[src/rtl/sevenseg_scan.sv]
// sevenseg_scan
//   Time-multiplexed seven-segment display controller. A single BCD decoder
//   is shared across DIGITS common-anode digits. A slot counter (cnt) and a
//   digit index (idx) scan the digits. New values are double-buffered and
//   only become visible at a frame boundary, so a half-old, half-new frame
//   is never displayed.
//
// Ports
//   clk        system clock, rising edge
//   reset      synchronous active-high reset
//   en         scan enable; low freezes cnt/idx and blanks all anodes
//   data_in    4*DIGITS BCD digits, nibble 0 is least significant
//   load       one-cycle strobe capturing data_in into the pending buffer
//   lz_blank   enables leading-zero suppression (sampled live)
//   seg_out    registered segments {G,F,E,D,C,B,A}, active-high
//   anode_out  registered anode enables, active-low, at most one low
//   pending    high while a loaded value waits for a frame boundary
//   frame_done one-cycle pulse after each completed frame
module sevenseg_scan #(
  parameter int DIGITS   = 4,
  parameter int PRESCALE = 50000,
  parameter int GHOST    = 500
) (
  input  logic                  clk,
  input  logic                  reset,
  input  logic                  en,
  input  logic [4*DIGITS-1:0]   data_in,
  input  logic                  load,
  input  logic                  lz_blank,
  output logic [6:0]            seg_out,
  output logic [DIGITS-1:0]     anode_out,
  output logic                  pending,
  output logic                  frame_done
);

  localparam int CNT_W = $clog2(PRESCALE);
  localparam int IDX_W = (DIGITS > 1) ? $clog2(DIGITS) : 1;

  localparam logic [CNT_W-1:0] CNT_LAST  = CNT_W'(PRESCALE - 1);
  localparam logic [CNT_W-1:0] GHOST_CNT = CNT_W'(GHOST);
  localparam logic [IDX_W-1:0] IDX_LAST  = IDX_W'(DIGITS - 1);

  logic [CNT_W-1:0]    cnt;
  logic [IDX_W-1:0]    idx;
  logic [4*DIGITS-1:0] active;
  logic [4*DIGITS-1:0] pend_data;
  logic                pend_valid;

  logic                boundary;
  logic [DIGITS-1:0]   suppressed;
  logic [3:0]          cur_digit;
  logic [DIGITS-1:0]   cur_anode;

  // Shared BCD decoder; codes above 9 light nothing.
  function automatic logic [6:0] sevenseg(input logic [3:0] bcd);
    case (bcd)
      4'd0:    return 7'b0111111;
      4'd1:    return 7'b0000110;
      4'd2:    return 7'b1011011;
      4'd3:    return 7'b1001111;
      4'd4:    return 7'b1100110;
      4'd5:    return 7'b1101101;
      4'd6:    return 7'b1111101;
      4'd7:    return 7'b0000111;
      4'd8:    return 7'b1111111;
      4'd9:    return 7'b1101111;
      default: return 7'b0000000;
    endcase
  endfunction

  assign boundary = en && (cnt == CNT_LAST) && (idx == IDX_LAST);
  assign pending  = pend_valid;

  // Digit k is suppressed when it and every more significant digit are zero.
  // Scanning from the top keeps a running "all zero so far" flag; digit 0 is
  // never suppressed so a zero value still shows one "0".
  always_comb begin : lz_logic
    logic zero_above;
    // NOTE: every variable assigned here gets a default first, so no path
    // leaves it unassigned and no latch is inferred.
    zero_above = 1'b1;
    suppressed = '0;
    for (int k = DIGITS - 1; k >= 1; k--) begin
      zero_above    = zero_above && (active[4*k +: 4] == 4'd0);
      suppressed[k] = lz_blank && zero_above;
    end
  end

  always_comb begin
    cur_digit = active[4*idx +: 4];
    cur_anode = '1;
    // The ghost window blanks every anode at the start of a slot so the
    // previous digit's segments never flash on the next anode.
    if (en && (cnt >= GHOST_CNT) && !suppressed[idx]) begin
      cur_anode = ~(DIGITS'(1) << idx);
    end
  end

  always_ff @(posedge clk) begin
    if (reset) begin
      cnt        <= '0;
      idx        <= '0;
      active     <= '0;
      pend_data  <= '0;
      pend_valid <= 1'b0;
      seg_out    <= 7'b0;
      anode_out  <= '1;
      frame_done <= 1'b0;
    end else begin
      // NOTE: state is updated with non-blocking assignments so every
      // right-hand side below sees the pre-edge values of cnt, idx, active.
      if (en) begin
        if (cnt == CNT_LAST) begin
          cnt <= '0;
          idx <= (idx == IDX_LAST) ? '0 : idx + 1'b1;
        end else begin
          cnt <= cnt + 1'b1;
        end
      end

      // A load on a boundary edge still lets the older pending value land
      // now; the new value stays pending for the following boundary.
      if (boundary && pend_valid) begin
        active <= pend_data;
      end

      if (load) begin
        pend_data  <= data_in;
        pend_valid <= 1'b1;
      end else if (boundary) begin
        pend_valid <= 1'b0;
      end

      seg_out    <= sevenseg(cur_digit);
      anode_out  <= cur_anode;
      frame_done <= boundary;
    end
  end

endmodule

[config.mk]
export PLATFORM = sky130hd
export DESIGN_NAME = sevenseg_scan
export DESIGN_NICKNAME = d
export VERILOG_FILES = /design/src/rtl/sevenseg_scan.sv
export SDC_FILE = /design/constraint.sdc
export NUM_CORES = 1
export LEC_CHECK = 0
export ABC_AREA = 1
export BUFFER_PORTS_ARGS = -buffer_cell sky130_fd_sc_hd__buf_2
export CAP_MARGIN = 40
export CORE_ASPECT_RATIO = 0.5
export CORE_MARGIN = 2
export CORE_UTILIZATION = 50
export DETAILED_ROUTE_END_ITERATION = 16
export HOLD_SLACK_MARGIN = 0.05
export PLACE_DENSITY = 0.7
export SLEW_MARGIN = 20
export SYNTH_ARGS = -nofsm -noshare
export SYNTH_HDL_FRONTEND = slang
export SYNTH_SLANG_ARGS = --single-unit
export TNS_END_PERCENT = 100
[constraint.sdc]
create_clock -name clk -period 2 [get_ports clk]
set_input_delay 0.4 -clock clk [delete_from_list [all_inputs] [get_ports clk]]
set_output_delay 0.4 -clock clk [all_outputs]
set_load 0.02 [all_outputs]
==> out/metrics.yaml, run 1 <==
first_global_vias: 2366
yosys.area.top_type_share_pct: 43.8
hp-start: "data_in[9]"
fin_crit_sh_pct: 86.5
finalHoldViolCount: 0
gr-total-overflow: 0
cts_sinks: 63
cts_setup_buffers: 0
synth.distinct_cells: 25
place.gp.congestion: 0.982
rsz0062_at_grt: "no"
io_pins: 34
cts_max_level: 3
drc_errors: 0
yosys_register_bits: 63
track_usage_pct: 20.1
ys.flop_type: "dfxtp_1"
cts_hold_buf: 0
synth_area_mm2: 0.00288
fmax_ghz: 0.578
drt_iter0_drc: 171
syn_inst: 413
min_path_type: "in2reg"
fin_ws_ps: 269
crit-reg2reg-launch: "idx[0]$_SDFFE_PP0N_"
final_cell_mix: "nor2_1 (101), nand2_1 (83), dfxtp_1 (62), inv_1 (41), buf_2 (33)"
cp_max_fo: 13
status: "finished, final reports clean"
root_buffer: "clkbuf_16"
antenna_cells: 0
die-width_um: 111
wire_per_inst_um: 11.1
worstSetupPathType: "reg2reg"
cts_buffers: 9
synth.yosys.seq_area_share_pct: 43.8
cp.arrival_ps: 1990
leakagePower_uw: 0.00163
area_growth_pct: 18.2
crit_start: "idx[0]$_SDFFE_PP0N_"
core_mm2: 0.00552
dieArea_mm2: 0.00642
finalWirelength_mm: 5.86
finalSetupTns_ps: 0
maxSlewHeadroom_pct: 69.4
slew_violations: 0
final_layout_size_suffix_gt1_share_pct: 14.5
synth_area_per_cell_um2: 6.97
antenna_found_initial: 0
die_h_um: 57.7
vias_per_cell: 4.88
cp-start-kind: "flop"
synth_edf_count: 0
clk_pin_slew_ps: 50
io_buffers: 33
worst_clock_skew_ps: 8.25
reg2regPathDepth: 7
pre_cts_ws_ps: 186
pwr_density_cell_mw_per_mm2: 863
final_common_cell: "nor2_1"
cts_tree: "yes"
fillers: 504
rows: 19
initial_core_util_pct: 52.2
yosysWarnings: 0
cts_max_path_buffers: 2
grt_max_degree: 33
ys_top_cells_by_area: "dfxtp_1 (44%), nor2_1 (13%), nand2_1 (11%), inv_1 (5.3%), ha_1 (5.2%)"
ir_worst_vdd_mv: 0.810
cp-end-kind: "flop"
min_period_ps: 1730
async_flop_share_pct: 0
setup_viol_count_final: 0
clock_latency_ps: 330
grt_pass1_wl_mm: 10.3
yosys.area.top_type: "dfxtp_1"
ant_nets: 0
dp_hpwl_mm: 4.23
drv_cap: 0
first_pass_iters: 5
syn_nets: 446
hold_depth: 3
worst_pin_slew_ps: 456
critPathRequiredTime_ps: 2260
nNetsFinal: 484
vias: 2579
hold_slack_ps: 291
==> flip-flops by register name, summed over array words and instances (netlist names) <==
signal / count
cnt: 16
pend_data: 16
seg_out: 7
anode_out: 4
active: 16
frame_done: 1
idx: 2
pending: 1
==> final cells by class <==
type,count,area [um^2],area share [%]
inverters,49,184,5.40
repair buffers,37,195,5.73
clock buffers,13,250,7.35
clock inverters,3,42.5,1.25
well taps,73,91.3,2.68
flip-flops and latches,63,1260,37.1
multi-input cells,291,1380,40.5
==> per-layer routing <==
| layer | share of wire [%] | up-vias | track usage [%] | wire (um) |
|---|---|---|---|---|
| li1 | - | 1372 | - | - |
| met1 | 48 | 1138 | 26.3 | 2840 |
| met2 | 43 | 56 | 31.1 | 2540 |
| met3 | 6.4 | 13 | 7.22 | 376 |
| met4 | 1.7 | 0 | 8.11 | 102 |
| met5 | 0 | - | 0 | 0 |
==> stage by stage <==
| step | std cells | utilization (%) | total power, uW | area [um^2] |
|---|---|---|---|---|
| finish | 529 | 61.7 | 2940 | 3400 |
| global route | 529 | 61.7 | 3050 | 3400 |
| CTS | 529 | 61.7 | 2970 | 3400 |
| detailed placement | 513 | 56.4 | 1450 | 3110 |
| global placement | 513 | 56.4 | 1450 | 3110 |
| floorplan | 413 | - | 1400 | 2880 |
==> critical path, stage by stage, from the launching register on <==
cell     delay (ps)
dfxtp_2         380
inv_2           170
nand2_1          70
a32oi_1         270
inv_1           160
ha_1            200
or2_2           280
a21oi_1         120
==> power by group <==
group	internal [uW]	switching, uW	leakage [uW]
Clock	995	519	0.000140
Sequential	1290	16.6	0.000515
Combinational	42.9	73.0	0.000974
==> worst paths after layout <==
kind / end / slack [ps]
max: seg_out[0]$_SDFF_PP0_ / 270
max reg2reg: seg_out[0]$_SDFF_PP0_ / 270
min: pend_data[9]$_SDFFE_PP0P_ / 290
min reg2reg: active[15]$_SDFFE_PP0P_ / 480
==> cell usage after synthesis, types with 2 or more instances <==
library cell	instances
buf_6	2
ha_1	12
nor3_1	8
nand2_2	4
nand2_1	83
clkbuf_1	5
nand4_1	9
nand3_1	22
nor2_1	101
inv_1	41
dfxtp_1	63
clkinv_1	4
buf_2	3
a21oi_1	14
nor2_2	3
o21ai_0	27
inv_2	4
==> repair_timing <==
action                                  CTS  global route
endpoints found under the hold margin     0             0
endpoints found under the setup margin    0             2
gates resized for setup                   0             1
==> cells by family (layout without fill, tap and decap cells) <==
group           count (synthesis)  count (layout)  synth area share [%]
flops                          63              63                  43.8
simple gates                  235             235                  34.6
compound gates                 42              42                  7.43
buf+inv                        59             102                  8.34
xor+xnor                        2               2                 0.608
fa+ha+maj                      12              12                  5.21
(Power assumes the default switching activity.)
==> run 2, diff against run 1 <==
- RECOVER_POWER: not set -> 100
- TNS_END_PERCENT: 100 -> not set
==> run 2 against run 1 <==
Die area unchanged. Flip-flop and latch count unchanged. Sequential share of layout area increased by 0.27 points. Cell area decreased by 0.74%. Clock skew about the same. Non-clock buffer count unchanged. First-iteration DRC count decreased by 11%. Cell count unchanged. Via count increased by 0.23%. Clock power about the same.
==> out/metrics.yaml, run 2 (same netlist as run 1, synthesis figures left out) <==
status: "finished, final reports clean"
area_growth_pct: 17.3
grt_pass1_wl_mm: 10.3  # unchanged
ir_worst_vdd_mv: 0.757  # -6.5%
first_pass_iters: 4  # -1
setup_viol_count_final: 0  # unchanged
vias_per_cell: 4.89  # +0.23%
initial_core_util_pct: 52.2  # unchanged
cts_sinks: 63  # unchanged
utilization_pct: 61.3  # -0.45 points
leakagePower_uw: 0.00159  # -2.4%
fin_total_pwr_uw: 2940  # -0.10%
drc_errors: 0  # unchanged
ant_nets: 0  # unchanged
root_buffer: "clkbuf_16"
drt_iter0_drc: 152  # -11%
final_cell_mix: "nor2_1 (102), nand2_1 (84), dfxtp_1 (62), inv_1 (41), o21ai_0 (27)"
regToRegSetupSlack_ps: 270  # about the same
cp-end-kind: "flop"
core_mm2: 0.00552  # unchanged
fillers: 506  # +0.40%
cp.arrival_ps: 1990  # about the same
grt_max_degree: 33  # unchanged
critPathRequiredTime_ps: 2260  # about the same
clk_pin_slew_ps: 50  # about the same
slew_violations: 0  # unchanged
vias: 2585  # +0.23%
clock_latency_ps: 330  # about the same
cp-start-kind: "flop"
rsz0062_at_grt: "no"
cts_tree: "yes"
cts_max_level: 3  # unchanged
drv_cap: 0  # unchanged
wire_per_inst_um: 11.1  # +0.34%
finalWirelength_mm: 5.88  # +0.34%
cts_hold_buf: 0  # unchanged
rows: 19  # unchanged
fin_cells: 529  # unchanged
worstSetupPathType: "reg2reg"
antenna_found_initial: 0  # unchanged
pwr_density_cell_mw_per_mm2: 869  # +0.64%
final_layout_size_suffix_gt1_share_pct: 11.0  # -3.5 points
maxSlewHeadroom_pct: 61.0  # -8.4 points
dp_cells: 513  # unchanged
io_buffers: 33  # unchanged
first_global_vias: 2366  # unchanged
pre_cts_ws_ps: 186  # unchanged
final_common_cell: "nor2_1"
cts_max_path_buffers: 2  # unchanged
fin_ws_ps: 269  # +0.0760 ps
fmax_ghz: 0.578  # about the same
antenna_cells: 0  # unchanged
worst_clock_skew_ps: 8.19  # -0.0539 ps
cts_buffers: 9  # unchanged
dieArea_mm2: 0.00642  # unchanged
min_path_type: "in2reg"
io_pins: 34  # unchanged
worst_pin_slew_ps: 585  # +129 ps
min_period_ps: 1730  # -0.0760 ps
die-width_um: 111  # unchanged
finalSetupTns_ps: 0  # unchanged
nNetsFinal: 484  # unchanged
dp_hpwl_mm: 4.23  # unchanged
finalHoldViolCount: 0  # unchanged
place.gp.congestion: 0.982  # unchanged
fin_crit_sh_pct: 86.5  # about the same
die_h_um: 57.7  # unchanged
track_usage_pct: 20.1  # unchanged
cp_max_fo: 13  # unchanged
top_regs: "active (16), cnt (16), pend_data (16)"
gr-total-overflow: 0  # unchanged
[run 2: cell count changes in the layout (fill, tap and decap cells not counted)]
cell      delta
clkbuf_1    +14
nor2_2       -1
nand2_1      +1
buf_2       -13
nor2_1       +1
buf_4        -1
nand2_2      -1
[run 2: area by class of cell]
| class | count | area (um^2) | share of cell area (%) |
|---|---|---|---|
| Sequential cell | 63 | 1260 | 37.4 |
| Inverter | 49 | 184 | 5.44 |
| Tap cell | 73 | 91.3 | 2.70 |
| Clock inverter | 3 | 42.5 | 1.26 |
| Timing Repair Buffer | 37 | 175 | 5.18 |
| Multi-Input combinational cell | 291 | 1370 | 40.7 |
| Clock buffer | 13 | 250 | 7.40 |
[run 2: routing by layer]
layer | global-route usage (%) | vias up | wire (um)
li1 | - | 1373 | -
met1 | 26.3 | 1139 | 2900
met2 | 31.1 | 60 | 2550
met3 | 7.22 | 13 | 332
met4 | 8.11 | 0 | 102
met5 | 0 | - | 0
[run 2: final timing paths]
check                              end                        from  cells after the start
max              seg_out[0]$_SDFF_PP0_         idx[0]$_SDFFE_PP0N_                      7
min reg2reg    active[15]$_SDFFE_PP0P_  pend_data[15]$_SDFFE_PP0P_                      2
max reg2reg      seg_out[0]$_SDFF_PP0_         idx[0]$_SDFFE_PP0N_                      7
min          pend_data[9]$_SDFFE_PP0P_                  data_in[9]                      3
[run 2: power by group]
group          switching [uW]  internal [uW]
sequential               17.0           1290
combinational            73.1           40.3
clock                     518            995
total                     608           2330
[run 2: critical path: stages (launching register included)]
cell and delay (ps):
dfxtp_2 390, inv_2 170, nand2_1 80, a32oi_1 270, inv_1 160, ha_1 200, or2_2 280, a21oi_1 120
[run 2: repair_timing]
item | in CTS | in global routing
endpoints found under the hold margin | 0 | 0
buffers inserted | 0 | 0
gates resized for setup | 0 | 1
endpoints found under the setup margin | 0 | 2
[run 2: through the flow]
step	hold WS (ps)	cell area, um^2
2_1_floorplan	449	2880
5_1_grt	300	3380
3_5_place_dp	466	3110
3_3_place_gp	462	3110
4_1_cts	284	3400
6_report	292	3380
